<file path="config.mk">
export PLATFORM = sky130hd
export DESIGN_NAME = mem_port_arbiter
export DESIGN_NICKNAME = d
export VERILOG_FILES = /design/src/rtl/mem_port_arbiter.sv
export SDC_FILE = /design/constraint.sdc
export NUM_CORES = 1
export LEC_CHECK = 0
export CAP_MARGIN = 0
export CORE_MARGIN = 8
export CORE_UTILIZATION = 35
export CTS_CLUSTER_SIZE = 14
export DETAILED_ROUTE_END_ITERATION = 8
export PLACE_DENSITY = 0.81
export SYNTH_ARGS = -nofsm -noshare
export SYNTH_HDL_FRONTEND = slang
export SYNTH_SLANG_ARGS = --single-unit
</file>
<file path="constraint.sdc">
create_clock -name clk -period 4.9 [get_ports clk]
set_input_delay 1.47 -clock clk [delete_from_list [all_inputs] [get_ports clk]]
set_output_delay 1.47 -clock clk [all_outputs]
set_load 0.01 [all_outputs]
</file>
<file path="src/rtl/mem_port_arbiter.sv">
// mem_port_arbiter: shares one single-port memory between the instruction
// fetch stage and the data (MEM) stage. Exactly one memory transaction is
// outstanding at a time. Data requests normally win, but fetch is forced to
// win after STARV_MAX consecutive lost arbitrations. Misaligned fetches are
// answered locally with an error pulse and never reach memory. A pending
// fetch response can be discarded by if_flush without disturbing the memory
// handshake.
module mem_port_arbiter #(
  parameter int unsigned STARV_MAX = 4
) (
  input  logic        clk,
  input  logic        rst_n,

  input  logic        if_req_valid,
  input  logic [31:0] if_req_addr,
  output logic        if_req_ready,
  input  logic        if_flush,
  output logic        if_rsp_valid,
  output logic [31:0] if_rsp_data,
  output logic        if_rsp_err,

  input  logic        d_req_valid,
  input  logic        d_req_we,
  input  logic [3:0]  d_req_be,
  input  logic [31:0] d_req_addr,
  input  logic [31:0] d_req_wdata,
  output logic        d_req_ready,
  output logic        d_rsp_valid,
  output logic [31:0] d_rsp_rdata,

  output logic        mem_req,
  output logic        mem_we,
  output logic [3:0]  mem_be,
  output logic [31:0] mem_addr,
  output logic [31:0] mem_wdata,
  input  logic        mem_gnt,
  input  logic        mem_rvalid,
  input  logic [31:0] mem_rdata
);

  localparam logic [1:0] IDLE  = 2'd0;
  localparam logic [1:0] ISSUE = 2'd1;
  localparam logic [1:0] WAIT  = 2'd2;

  localparam logic OWN_IF = 1'b0;
  localparam logic OWN_D  = 1'b1;

  localparam logic [2:0] STARV_LIM = 3'(STARV_MAX);

  logic [1:0] state;
  logic       owner;
  logic [2:0] starve_cnt;
  logic       flush_pend;

  logic       in_idle;
  logic       if_win;
  logic       d_win;
  logic       if_misal;

  // Arbitration: only in IDLE; data wins unless fetch has starved long enough
  always_comb begin
    in_idle      = (state == IDLE);
    if_win       = in_idle && if_req_valid &&
                   (!d_req_valid || (starve_cnt == STARV_LIM));
    d_win        = in_idle && d_req_valid && !if_win;
    if_misal     = (if_req_addr[1:0] != 2'b00);
    if_req_ready = if_win;
    d_req_ready  = d_win;
  end

  // Transaction FSM, starvation counter, command latch and response registers
  always_ff @(posedge clk) begin
    if (!rst_n) begin
      state        <= IDLE;
      owner        <= OWN_IF;
      starve_cnt   <= '0;
      flush_pend   <= 1'b0;
      mem_req      <= 1'b0;
      mem_we       <= 1'b0;
      mem_be       <= '0;
      mem_addr     <= '0;
      mem_wdata    <= '0;
      if_rsp_valid <= 1'b0;
      if_rsp_err   <= 1'b0;
      if_rsp_data  <= '0;
      d_rsp_valid  <= 1'b0;
      d_rsp_rdata  <= '0;
    end else begin
      if_rsp_valid <= 1'b0;
      if_rsp_err   <= 1'b0;
      d_rsp_valid  <= 1'b0;

      case (state)
        IDLE: begin
          if (if_win || !if_req_valid) begin
            starve_cnt <= '0;
          end else if (d_win && (starve_cnt != STARV_LIM)) begin
            starve_cnt <= starve_cnt + 3'd1;
          end

          if (if_win) begin
            if (if_misal) begin
              // Answered locally; a flush on the accepting edge discards it
              if_rsp_valid <= !if_flush;
              if_rsp_err   <= !if_flush;
              if_rsp_data  <= '0;
            end else begin
              state      <= ISSUE;
              owner      <= OWN_IF;
              mem_req    <= 1'b1;
              mem_we     <= 1'b0;
              mem_be     <= '1;
              mem_addr   <= if_req_addr;
              mem_wdata  <= '0;
              flush_pend <= if_flush;
            end
          end else if (d_win) begin
            state      <= ISSUE;
            owner      <= OWN_D;
            mem_req    <= 1'b1;
            mem_we     <= d_req_we;
            mem_be     <= d_req_be;
            mem_addr   <= d_req_addr;
            mem_wdata  <= d_req_wdata;
            flush_pend <= 1'b0;
          end
        end

        ISSUE: begin
          if ((owner == OWN_IF) && if_flush) begin
            flush_pend <= 1'b1;
          end
          if (mem_gnt) begin
            state   <= WAIT;
            mem_req <= 1'b0;
          end
        end

        WAIT: begin
          if ((owner == OWN_IF) && if_flush) begin
            flush_pend <= 1'b1;
          end
          if (mem_rvalid) begin
            state      <= IDLE;
            flush_pend <= 1'b0;
            if (owner == OWN_D) begin
              d_rsp_valid <= 1'b1;
              d_rsp_rdata <= mem_we ? '0 : mem_rdata;
            end else if (!flush_pend && !if_flush) begin
              if_rsp_valid <= 1'b1;
              if_rsp_data  <= mem_rdata;
            end
          end
        end

        default: begin
          state   <= IDLE;
          mem_req <= 1'b0;
        end
      endcase
    end
  end

endmodule

</file>
==> results summary <==
Across every metal layer, demand over resource in global routing totals 0.1767. The global routing met2 resource utilization is 0.2870. The kind of end point of the critical path is an output port. Global routing finished with a remaining overflow of 0.

The path class of the tightest hold or removal check is register to register. The number of sinks on the clock net came out at between 100 and 150. The total of fill cells in the finished design came out at roughly 1,300. The number of antenna violations at the first check in global routing is 0. The detailed-placement wirelength estimate came out at 12,920 um. The count of flip-flops with a built-in enable after synthesis came out at 0.

The hold violation count in the final report came out at 0. The number of synthesis warnings came out at 0. The global-route track usage on met1 came out at 0.2073. The depth of the worst register-to-register path is 7. For the final database, setup skew stands at around 0.008 ns. The maximum number of pins on one net before global-route repair came out at a little over 50.

The root buffer cell chosen for the clock tree is sky130_fd_sc_hd__clkbuf_16. Averaged over all synthesized cells, the footprint is 9.952 um2. The number of vias after detailed routing came out at 5,077. With fillers left out, the area of the finished cells amounts to 8887 um2. The critical path ends at d_req_ready. The number of nets in the synthesized netlist is between 600 and 700. The max-capacitance violation count is 0. In the final timing run, aggregate negative setup slack is 0 ns. In this run the cell area measured after placement is between 8000 and 9000 um2.

The number of flip-flops and latches in the synthesized netlist is 144. The routed wire length per instance came out at roughly 17 um. In this run the vertical extent of the chip is 140.5 um. In this run the power density over the cells is around 470 nW/um2. The post-layout net count came out at between 900 and 1,000. Across the VDD grid, the largest voltage drop is between 200 and 300 uV. The buffers inserted during post-CTS setup optimization is 0. The number of antenna diodes is 0. The die footprint is 19,740 um2. The most used flip-flop cell after synthesis is sky130_fd_sc_hd__dfxtp_1. The shortest clock period the worst path allows after layout is 4.444 ns. The number of standard cells in the layout, taps in and fillers out is 1,011. The via density per instance came out at 5.022.

The total number of placement rows is 45. For met3 alone, demand over resource in global routing was 0.07068. The leakage component of the power is between 0.003 and 0.004 uW.

Of the synthesized area, sequential elements account for 0.5315. The post-detailed-route count of antenna-violating nets is 0. The via count of the first global-routing pass is ~5,000. The number of port buffers came out at around 280.

The summed instance area of the synthesized netlist is between 5000 and 6000 um2. The core footprint is 15,200 um2. The launching instance or port of the critical path is if_req_valid. The number of top-level design ports is 279. Setup repair after global routing left no endpoint under its margin. TritonCTS built the clock tree. The first-pass GRT wire length is approximately 28,000 um. At the pin with the least slew margin, the transition time is approximately 0.89 ns. In the final layout, the share of cells above drive strength 1 is 0.08384. The worst hold path was traced through 2 stages. Along the worst path, the maximum fanout reaches 9. The first-pass detailed-route iteration total came out at 4. In this run, post-CTS repair resized a total of 0 instances.

The run finished with clean final reports. The final critical-path share of the clock period came out at 0.9069. The post-synthesis to final-layout area growth is 63.85%. The final number of max-transition violations came out at 0.

In this run the critical register-to-register path is captured at mem_addr[10]. The peak clock frequency supported by timing came out at roughly 0.23 GHz. The required time of the critical path came out at between 3 and 4 ns. The startpoint identified for the worst register-to-register timing path is state[0]. The worst-skew pair later-pin latency came out at a little over 0.4 ns. The relative slew slack is 0.4042. The busiest layer in global routing is met2. For this run, asynchronously set or reset flops after synthesis account for 0.

The worst register-to-register path has a setup slack of approximately 2.3 ns. The data arrival at the endpoint of the critical path is 2.97 ns. The post-synthesis instance total came out at 545. The horizontal die dimension is 140.5 um.

Wires add up to roughly 18,000 um. The final weighted congestion of routability-driven global placement came out at 0.7392. The initial core utilization is 0.3568.

The cell count after placement came out at approximately 1,000. The clock tree synthesis step divided the H-tree into 4 levels. The detailed router finished its first iteration with ~220 violations. The number of distinct standard cells referenced by the synthesized netlist is 44.

The number of hold-repair buffers added at the cts stage is 0. The number of buffers created by CTS is 17. The worst setup path is launched from an input port.

The setup-violating endpoint count in the final report came out at 0. The number of remaining DRC errors came out at 0. Counting along the longest clock path gives a buffer depth of 2. After clock tree synthesis, the clock-pin slew on the worst setup and hold paths is about 0.060 ns.

The total design power came out at 4172 uW. The type of the worst setup path is input port to output port.
[power breakdown]
part           internal [uW]  leakage (uW)  switching [uW]  total, uW
Combinational            761       0.00192             659       1420
Sequential              1400       0.00118             126       1520
Clock                    709      0.000267             521       1230
Total                   2870       0.00336            1310       4170
[worst min path at each step]
stage	startpoint	endpoint
6_report	if_rsp_data[2]	if_rsp_data[2]
3_5_place_dp	if_rsp_data[13]	if_rsp_data[13]
2_1_floorplan	starve_cnt[1]	starve_cnt[1]
5_1_grt	d_rsp_rdata[30]	d_rsp_rdata[30]
3_3_place_gp	if_rsp_data[13]	if_rsp_data[13]
4_1_cts	if_rsp_data[16]	if_rsp_data[16]
[routing by layer]
metal,vias up,share of wire
met4,0,0.023
met5,-,0
met1,2366,0.42
li1,2498,-
met2,187,0.48
met3,26,0.083
[sequential cells by signal, indices dropped and copies added, names as in the netlist]
signal        flops
mem_wdata        32
mem_be            4
if_rsp_data      32
d_rsp_valid       1
state             2
mem_we            1
mem_addr         32
if_rsp_err        1
starve_cnt        3
d_rsp_rdata      32
owner             1
mem_req           1
flush_pend        1
if_rsp_valid      1
[per-stage QoR]
step                      hold WS [ns]  utilization  worst slack, ns
final                           0.4622       0.5846           0.4564
after global routing            0.4780       0.5846           0.3293
after CTS                       0.4630       0.5846           0.4342
after detailed placement        0.4463       0.5476           0.4333
after global placement          0.4418       0.5476           0.4555
after floorplan                 0.4622            -            1.116
[layout by cell type, fill, tap and decap left out, types with 8 or more instances in the layout]
| cell | instances |
|---|---|
| sky130_fd_sc_hd__nand2_1 | 117 |
| sky130_fd_sc_hd__a2bb2oi_2 | 10 |
| sky130_fd_sc_hd__clkbuf_16 | 17 |
| sky130_fd_sc_hd__clkdlybuf4s50_1 | 277 |
| sky130_fd_sc_hd__mux2i_1 | 15 |
| sky130_fd_sc_hd__o21ai_0 | 36 |
| sky130_fd_sc_hd__a32o_1 | 17 |
| sky130_fd_sc_hd__a31oi_1 | 34 |
| sky130_fd_sc_hd__ha_1 | 8 |
| sky130_fd_sc_hd__dfxtp_1 | 144 |
| sky130_fd_sc_hd__buf_4 | 12 |
| sky130_fd_sc_hd__a22o_1 | 48 |
[cell families (layout without fill, tap and decap cells)]
logic type / count (synthesis) / in the layout / share of synthesized area
flops: 144 / 144 / 0.5315
simple gates: 151 / 151 / 0.1177
fa+ha+maj: 8 / 8 / 0.01846
compound gates: 175 / 175 / 0.2595
buf+inv: 52 / 330 / 0.04521
mux: 15 / 15 / 0.02768
[area by class of cell]
cell class	instances	area (um2)	area share
flip-flops and latches	144	2883	0.3244
clock inverters	13	130.1	0.01464
multi-input cells	349	2308	0.2597
well taps	188	235.2	0.02647
inverters	8	30.03	0.003379
repair buffers	290	2868	0.3227
clock buffers	19	432.9	0.04871
[worst max-delay path: stages]
cell	delay [ns]
sky130_fd_sc_hd__clkdlybuf4s50_1	0.58
sky130_fd_sc_hd__nand3_1	0.16
sky130_fd_sc_hd__nand3_1	0.11
sky130_fd_sc_hd__inv_1	0.08
sky130_fd_sc_hd__clkdlybuf4s50_1	0.57
[synthesized netlist by cell type (3+ instances only)]
cell type	count	area, um2
sky130_fd_sc_hd__clkbuf_1	23	86.33
sky130_fd_sc_hd__nand2_1	117	439.2
sky130_fd_sc_hd__dfxtp_1	144	2883
sky130_fd_sc_hd__nor2b_1	4	25.02
sky130_fd_sc_hd__buf_6	4	45.04
sky130_fd_sc_hd__a2bb2oi_1	7	61.31
sky130_fd_sc_hd__a32o_1	17	170.2
sky130_fd_sc_hd__a21oi_1	7	35.03
sky130_fd_sc_hd__a2bb2oi_2	10	150.1
sky130_fd_sc_hd__a22o_1	48	420.4
sky130_fd_sc_hd__a31oi_1	35	219.0
sky130_fd_sc_hd__nor2_1	8	30.03
sky130_fd_sc_hd__buf_2	13	65.06
sky130_fd_sc_hd__and2_1	3	18.77
sky130_fd_sc_hd__nand3_1	4	20.02
sky130_fd_sc_hd__o21ai_0	36	180.2
sky130_fd_sc_hd__mux2i_1	15	150.1
sky130_fd_sc_hd__buf_1	3	11.26
sky130_fd_sc_hd__nand2b_1	3	18.77
sky130_fd_sc_hd__ha_1	8	100.1
sky130_fd_sc_hd__inv_1	7	26.28
sky130_fd_sc_hd__o221a_2	4	45.04
Power figures use the tool's default switching activity.
